--- src/rtl/ctrl_pipe.sv ---
// Pipelined MIPS control unit: decodes op/funct in D and carries the control
// word through the E, M and W pipeline registers, with stall, flush and illegal-op counting.
module ctrl_pipe #(
    parameter int unsigned ALUCTRL_W = 3,
    parameter bit          EXT       = 1'b1,
    parameter int unsigned CNT_W     = 8
) (
    input  logic                 clk,
    input  logic                 reset_n,
    input  logic [5:0]           op,
    input  logic [5:0]           funct,
    input  logic                 en,
    input  logic                 flushE,
    output logic                 branchD,
    output logic                 bneD,
    output logic                 jumpD,
    output logic                 zeroextD,
    output logic                 regwriteE,
    output logic                 memtoregE,
    output logic                 memwriteE,
    output logic                 alusrcE,
    output logic                 regdstE,
    output logic [ALUCTRL_W-1:0] alucontrolE,
    output logic                 illegalE,
    output logic                 regwriteM,
    output logic                 memtoregM,
    output logic                 memwriteM,
    output logic                 regwriteW,
    output logic                 memtoregW,
    output logic [CNT_W-1:0]     illegal_cnt
);

    localparam logic [5:0] OP_RTYPE = 6'b000000;
    localparam logic [5:0] OP_LW    = 6'b100011;
    localparam logic [5:0] OP_SW    = 6'b101011;
    localparam logic [5:0] OP_BEQ   = 6'b000100;
    localparam logic [5:0] OP_J     = 6'b000010;
    localparam logic [5:0] OP_ADDI  = 6'b001000;
    localparam logic [5:0] OP_ANDI  = 6'b001100;
    localparam logic [5:0] OP_ORI   = 6'b001101;
    localparam logic [5:0] OP_SLTI  = 6'b001010;
    localparam logic [5:0] OP_BNE   = 6'b000101;

    localparam logic [5:0] FN_ADD = 6'b100000;
    localparam logic [5:0] FN_SUB = 6'b100010;
    localparam logic [5:0] FN_AND = 6'b100100;
    localparam logic [5:0] FN_OR  = 6'b100101;
    localparam logic [5:0] FN_SLT = 6'b101010;

    localparam logic [2:0] ALU_AND = 3'b000;
    localparam logic [2:0] ALU_OR  = 3'b001;
    localparam logic [2:0] ALU_ADD = 3'b010;
    localparam logic [2:0] ALU_SUB = 3'b110;
    localparam logic [2:0] ALU_SLT = 3'b111;

    localparam logic [CNT_W-1:0] CNT_MAX = '1;

    typedef struct packed {
        logic                 regwrite;
        logic                 memtoreg;
        logic                 memwrite;
        logic                 alusrc;
        logic                 regdst;
        logic [ALUCTRL_W-1:0] alucontrol;
        logic                 illegal;
    } e_word_t;

    typedef struct packed {
        logic regwrite;
        logic memtoreg;
        logic memwrite;
    } m_word_t;

    typedef struct packed {
        logic regwrite;
        logic memtoreg;
    } w_word_t;

    e_word_t          dec_word;
    logic [2:0]       dec_alu;
    logic             dec_branch;
    logic             dec_bne;
    logic             dec_jump;
    logic             dec_zeroext;
    logic             dec_illegal;

    e_word_t          e_d, e_q;
    m_word_t          m_d, m_q;
    w_word_t          w_d, w_q;
    logic [CNT_W-1:0] cnt_d, cnt_q;

    // NOTE: every signal gets a default before the case so no path leaves it unassigned (no latches).
    always_comb begin
        dec_word    = '0;
        dec_alu     = ALU_AND;
        dec_branch  = 1'b0;
        dec_bne     = 1'b0;
        dec_jump    = 1'b0;
        dec_zeroext = 1'b0;
        dec_illegal = 1'b0;

        case (op)
            OP_RTYPE: begin
                dec_word.regwrite = 1'b1;
                dec_word.regdst   = 1'b1;
                case (funct)
                    FN_ADD:  dec_alu = ALU_ADD;
                    FN_SUB:  dec_alu = ALU_SUB;
                    FN_AND:  dec_alu = ALU_AND;
                    FN_OR:   dec_alu = ALU_OR;
                    FN_SLT:  dec_alu = ALU_SLT;
                    default: dec_illegal = 1'b1;
                endcase
            end
            OP_LW: begin
                dec_word.regwrite = 1'b1;
                dec_word.alusrc   = 1'b1;
                dec_word.memtoreg = 1'b1;
                dec_alu           = ALU_ADD;
            end
            OP_SW: begin
                dec_word.alusrc   = 1'b1;
                dec_word.memwrite = 1'b1;
                dec_alu           = ALU_ADD;
            end
            OP_BEQ: begin
                dec_branch = 1'b1;
                dec_alu    = ALU_SUB;
            end
            OP_J: dec_jump = 1'b1;
            OP_ADDI: begin
                dec_word.regwrite = 1'b1;
                dec_word.alusrc   = 1'b1;
                dec_alu           = ALU_ADD;
                dec_illegal       = !EXT;
            end
            OP_ANDI: begin
                dec_word.regwrite = 1'b1;
                dec_word.alusrc   = 1'b1;
                dec_zeroext       = 1'b1;
                dec_alu           = ALU_AND;
                dec_illegal       = !EXT;
            end
            OP_ORI: begin
                dec_word.regwrite = 1'b1;
                dec_word.alusrc   = 1'b1;
                dec_zeroext       = 1'b1;
                dec_alu           = ALU_OR;
                dec_illegal       = !EXT;
            end
            OP_SLTI: begin
                dec_word.regwrite = 1'b1;
                dec_word.alusrc   = 1'b1;
                dec_alu           = ALU_SLT;
                dec_illegal       = !EXT;
            end
            OP_BNE: begin
                dec_branch  = 1'b1;
                dec_bne     = 1'b1;
                dec_alu     = ALU_SUB;
                dec_illegal = !EXT;
            end
            default: dec_illegal = 1'b1;
        endcase

        dec_word.alucontrol = ALUCTRL_W'(dec_alu);

        // An undecodable op must never leak enables into the pipeline.
        if (dec_illegal) begin
            dec_word         = '0;
            dec_word.illegal = 1'b1;
            dec_branch       = 1'b0;
            dec_bne          = 1'b0;
            dec_jump         = 1'b0;
            dec_zeroext      = 1'b0;
        end
    end

    always_comb begin
        e_d   = e_q;
        m_d   = m_q;
        w_d   = w_q;
        cnt_d = cnt_q;
        if (en) begin
            e_d = flushE ? e_word_t'('0) : dec_word;
            m_d = '{regwrite: e_q.regwrite, memtoreg: e_q.memtoreg, memwrite: e_q.memwrite};
            w_d = '{regwrite: m_q.regwrite, memtoreg: m_q.memtoreg};
            // A bubble replaces the illegal op, so it is not counted.
            if (!flushE && dec_illegal && (cnt_q != CNT_MAX)) begin
                cnt_d = cnt_q + 1'b1;
            end
        end
    end

    // NOTE: state registers use non-blocking assignments so all stages update from pre-edge values.
    always_ff @(posedge clk or negedge reset_n) begin
        if (!reset_n) begin
            e_q   <= '0;
            m_q   <= '0;
            w_q   <= '0;
            cnt_q <= '0;
        end else begin
            e_q   <= e_d;
            m_q   <= m_d;
            w_q   <= w_d;
            cnt_q <= cnt_d;
        end
    end

    assign branchD     = dec_branch;
    assign bneD        = dec_bne;
    assign jumpD       = dec_jump;
    assign zeroextD    = dec_zeroext;

    assign regwriteE   = e_q.regwrite;
    assign memtoregE   = e_q.memtoreg;
    assign memwriteE   = e_q.memwrite;
    assign alusrcE     = e_q.alusrc;
    assign regdstE     = e_q.regdst;
    assign alucontrolE = e_q.alucontrol;
    assign illegalE    = e_q.illegal;

    assign regwriteM   = m_q.regwrite;
    assign memtoregM   = m_q.memtoreg;
    assign memwriteM   = m_q.memwrite;

    assign regwriteW   = w_q.regwrite;
    assign memtoregW   = w_q.memtoreg;

    assign illegal_cnt = cnt_q;

endmodule

--- config.mk ---
export PLATFORM = sky130hd
export DESIGN_NAME = ctrl_pipe
export DESIGN_NICKNAME = d
export VERILOG_FILES = /design/src/rtl/ctrl_pipe.sv
export SDC_FILE = /design/constraint.sdc
export NUM_CORES = 1
export LEC_CHECK = 0
export CORE_ASPECT_RATIO = 1.1
export CORE_UTILIZATION = 45
export CTS_BUF_LIST = sky130_fd_sc_hd__clkbuf_16
export CTS_CLUSTER_DIAMETER = 60
export CTS_CLUSTER_SIZE = 28
export DETAILED_ROUTE_END_ITERATION = 16
export GPL_TIMING_DRIVEN = 0
export PLACE_DENSITY = 0.78
export SYNTH_ARGS = -nofsm -noshare
export SYNTH_HDL_FRONTEND = slang
export SYNTH_SLANG_ARGS = --single-unit
--- constraint.sdc ---
create_clock -name clk -period 1.55 [get_ports clk]
set_input_delay 0.155 -clock clk [delete_from_list [all_inputs] [get_ports clk]]
set_output_delay 0.155 -clock clk [all_outputs]
set_load 0.005 [all_outputs]
# Yosys cells after proc, flatten, opt, wreduce, memory -nomap -nowiden
# Cells that the tools add are included.
# Widths: inputs -> output; s select.
[op_classes]
add_sub_neg = 1
eq_ne = 15
mux = 19
n_reduce_logical = 12
[op_table]
columns = ["cell", "count"]
rows = [
  ["$eq 6x6->1 const B", 7],
  ["$eq 6x4->1 const B", 4],
  ["$mux 9", 2],
  ["$pmux 3 s5", 1],
  ["$mux 1", 14],
  ["$eq 6x3->1 const B", 2],
  ["$pmux 3 s4", 1],
  ["$reduce_or 6->1", 2],
  ["$reduce_or 9->1", 1],
  ["$add 8x1->8 const B", 1],
  ["$ne 8x8->1 const B", 1],
  ["$eq 6x2->1 const B", 1],
  ["$logic_not 6->1", 1],
  ["$reduce_or 5->1", 1],
  ["$reduce_or 2->1", 2],
  ["$reduce_or 3->1", 1],
  ["$logic_and 1x1->1", 2],
  ["$pmux 1 s2", 1],
  ["$reduce_and 2->1", 1],
  ["$logic_not 1->1", 1],
]
[word_totals]
register_bits = 22
input_bits = 16
out_inout_bits = 26
wordCells = 60

# Longest topological paths before layout
[logic_depth]
word_depth = 7
mapped_depth = 6
ltp_nobuf = 5

# Least setup slack after synthesis
# Ideal clock, no wire load.
[synth_timing]
kind = "input -> register"
start = "in op[2]"
end = "reg cnt_q[7] (netlist: illegal_cnt[7])"
setup_ns = 0.128
arrival_time_ns = 1.883
required_ns = 1.422
path_slack_ns = -0.461
stages = 6
path_cell_list = "buf_2 or4_4 or3_4 a2bb2oi_4 nor3_2 mux2_1"
[synth_via]
elab_chain_len = 6
elab_cells_between_ends = 15
classes_between = "9 x eq/ne; 1 x mux; 5 x reduce/logical"
[synth_rtl]
columns = ["item", "line", "rtl"]
rows = [
  ["start, declared", "10", "input logic [5:0] op,"],
  ["$eq 6x6->1 (tied with other cells)", "102", "case (op)"],
  ["$reduce_or 9->1 (no source line)", "--", ""],
  ["$pmux 1 s2 *", "102", ""],
  ["$logic_and 1x1->1 * (2 in a row)", "189", "if (!flushE && dec_illegal && (cnt_q != CNT_MAX)) begin"],
  ["$reduce_and 2->1 (no source line) *", "--", ""],
  ["end signal, assigned", "206", "cnt_q <= cnt_d;"],
  ["end, declared", "90", "logic [CNT_W-1:0] cnt_d, cnt_q;"],
]
# Mark *: on every way between the ends. The rest lies on a longest branch, timed or not.
# A chain may end at the register's enable or synchronous reset.

# Worst setup path after layout
[layout_timing]
start = "in op[3]"
end = "reg cnt_q[1] (netlist: illegal_cnt[1])"
# Same word-level chain as after synthesis.

==> results.cfg <==
[clock_network]
cts_num_sinks = 22
cts_root_buffer = clkbuf_16
hold_buffers = 0
clk_pin_slew_worst_paths_ns = 0.06
clkLatencyLatePin_ns = 0.26
cts_tree = done
cts_buffers = 3
htreeDepth = 1
clk_path_buf_depth = 2

[routing]
drt_iter0_drc = 60
drt-wirelength-per-cell_um = 18.5
dr.pass1.iters = 4
drc = 0
wl_mm = 3.91
ant_nets = 0
num_vias = 1282
via_per_inst = 6.05

[timing]
final-hold-violation-count = 0
slew_violations = 0
min_period_ns = 1.77
rsz0062_at_grt = true
tns_ns = -2.11
whs_ns = 0.257
relSlewSlack_pct = 33.4
setup_violations = 16
tightest_slew_ns = 0.996
fin_ws_ns = -0.224
final.period_utilization_pct = 114
fin_worst_skew_ns = 0.00450
fmax_ghz = 0.564

[yosys]
muxShareOfSynthArea_pct = 8.80
synth-compound-area-share_pct = 13.4
synth_fa_ha_area_share_pct = 0.989
synth_top_family_by_area = simple AND/OR/NAND/NOR gates
synth_simple_gate_area_share_pct = 24.5
ys_types = 41
synth_top_area_share_pct = 43.5
synth_edf_count = 0
synth-async-reset-ratio_pct = 100
yosysWarnings = 0
syn-num-nets = 144
ys_ff_latch = 22
yosys_most_used_dff = dfrtp_1
synth_top_cell_by_area = dfrtp_1
ys_seq_area_share_pct = 43.5
yosys-top-cells-area = dfrtp_1 44%, mux2_2 4.5%, inv_1 3.6%, mux2_1 3.6%, o22ai_1 3.5%
synth_cells = 127
synth-xor-area-share_pct = 2.77
netlist_area_um2 = 1260
syn_area_per_cell_um2 = 9.96

[finish]
final_nets = 199
antenna_cells = 0
final_cell_area_um2 = 2060
final_cell_mix = 31 x clkdlybuf4s50_1, 22 x dfrtp_1, 12 x inv_1, 7 x nand2_1, 7 x buf_4
drive_gt1_share_pct = 32.6
syn_to_final_growth_pct = 62.9
fillers = 155
final_common_cell = clkdlybuf4s50_1

[pwr]
p_per_area_nw_per_um2 = 960
worst_ir_drop_vdd_uv = 1120
p_leak_nw = 0.886
power.total_mw = 1.98

[critical_path]
cp.required_ns = 1.69
path_class = input pin to flop
cp-end-kind = flop
cp_max_fo = 4
cp_data_arrival_time_ns = 1.91
startpoint_type = input pin

[floorplanning]
initial_core_util_pct = 48.8
io_pins = 42
fp.coreArea_um2 = 2590
fp.dieArea_um2 = 3030
rows = 19
die_w_um = 52.6
fp.dieH_um = 57.6

[outcome]
violations = negative setup slack
outcome = complete, but fails checks

[grt]
gr-total-overflow = 0
grt_max_degree = 23
track_usage_pct = 24.6
grt_pass1_vias = 1228
antenna_found_initial = 0
grt_pass1_wl_mm = 5.58

[min_path]
hp-class = input pin to flop

[job]
maxCapViolCount = 0

[placement]
place_area_um2 = 1690
post-place-ws_ns = -0.937
portBuffers = 37
gp_congestion = 0.786
dpl.hpwl_mm = 2.10
-- per-layer routing --
layer	part of all wire [%]	up-vias	GRT usage (%)
met1	40	617	34.3
met5	0	-	0
li1	-	565	-
met3	8.5	15	3.20
met2	49	85	38.5
met4	2.5	0	9.02
-- logic make-up after synthesis --
| group | Yosys count |
|---|---|
| buf+inv | 18 |
| xor+xnor | 4 |
| compound gates | 22 |
| mux | 10 |
| simple gates | 50 |
| fa+ha+maj | 1 |
| flops | 22 |
-- per-stage QoR --
stage          instances  utilization [%]
3_5_place_dp         195             65.1
6_report             212             79.5
3_3_place_gp         195             65.1
2_1_floorplan        127                -
4_1_cts              208             75.6
5_1_grt              212             79.5
-- flip-flops by register name (all words and copies together) (netlist names) --
signal       cells
regwriteE        1
alusrcE          1
regwriteM        1
memtoregE        1
memtoregW        1
illegalE         1
memwriteE        1
regdstE          1
memtoregM        1
alucontrolE      3
memwriteM        1
regwriteW        1
illegal_cnt      8
-- final cells by class --
class / instances / area [um2] / area share (%)
sequential: 22 / 551 / 26.7
clock inverter: 1 / 30.0 / 1.46
timing repair buffer: 50 / 485 / 23.6
buffer: 6 / 56.3 / 2.73
multi-input combinational: 87 / 779 / 37.8
tap: 31 / 38.8 / 1.88
inverter: 12 / 45.0 / 2.19
clock buffer: 3 / 75.1 / 3.64
-- power by group --
part	switching, mW	internal [mW]	total (mW)
logic	0.215	0.301	0.516
clock network	0.210	0.513	0.723
registers	0.0936	0.645	0.739
-- critical path, stage by stage --
cell,delay [ns]
buf_8,0.10
or4_4,0.53
or3_4,0.37
a2bb2oi_4,0.17
buf_6,0.15
nor2_4,0.13
mux2_4,0.31
-- path summary, 6_finish.rpt --
| check | from | slack, ns | to | cells after the start |
|---|---|---|---|---|
| min in group asynchronous | reset_n | 0.45 | illegal_cnt[1] | 1 |
| worst min-delay path | op[3] | 0.26 | memtoregE | 3 |
| max in group asynchronous | reset_n | 0.49 | memtoregW | 1 |
| worst max register to register | illegal_cnt[0] | -0.09 | illegal_cnt[1] | 5 |
| worst min register to register | memtoregW | 0.52 | memtoregW | 1 |
| worst max-delay path | op[3] | -0.22 | illegal_cnt[1] | 7 |
-- cells in the mapped netlist, types with 4 or more instances --
cell      number
dfrtp_1       22
inv_1         12
nand2_1        8
nor2_1         7
o22ai_1        7
nand3_1        6
mux2_2         5
a21oi_1        4
and3_1         4
clkbuf_1       4
mux2_1         4
nor3_2         4
xor2_1         4
-- what timing repair did --
item                                    in CTS  in global routing
resized for setup                           32                 22
pin swaps                                    6                 11
endpoints found under the setup margin      21                 19
cloned                                       1                  0
setup buffers                                8                  4
No activity file was read; power rests on OpenSTA's default activity.
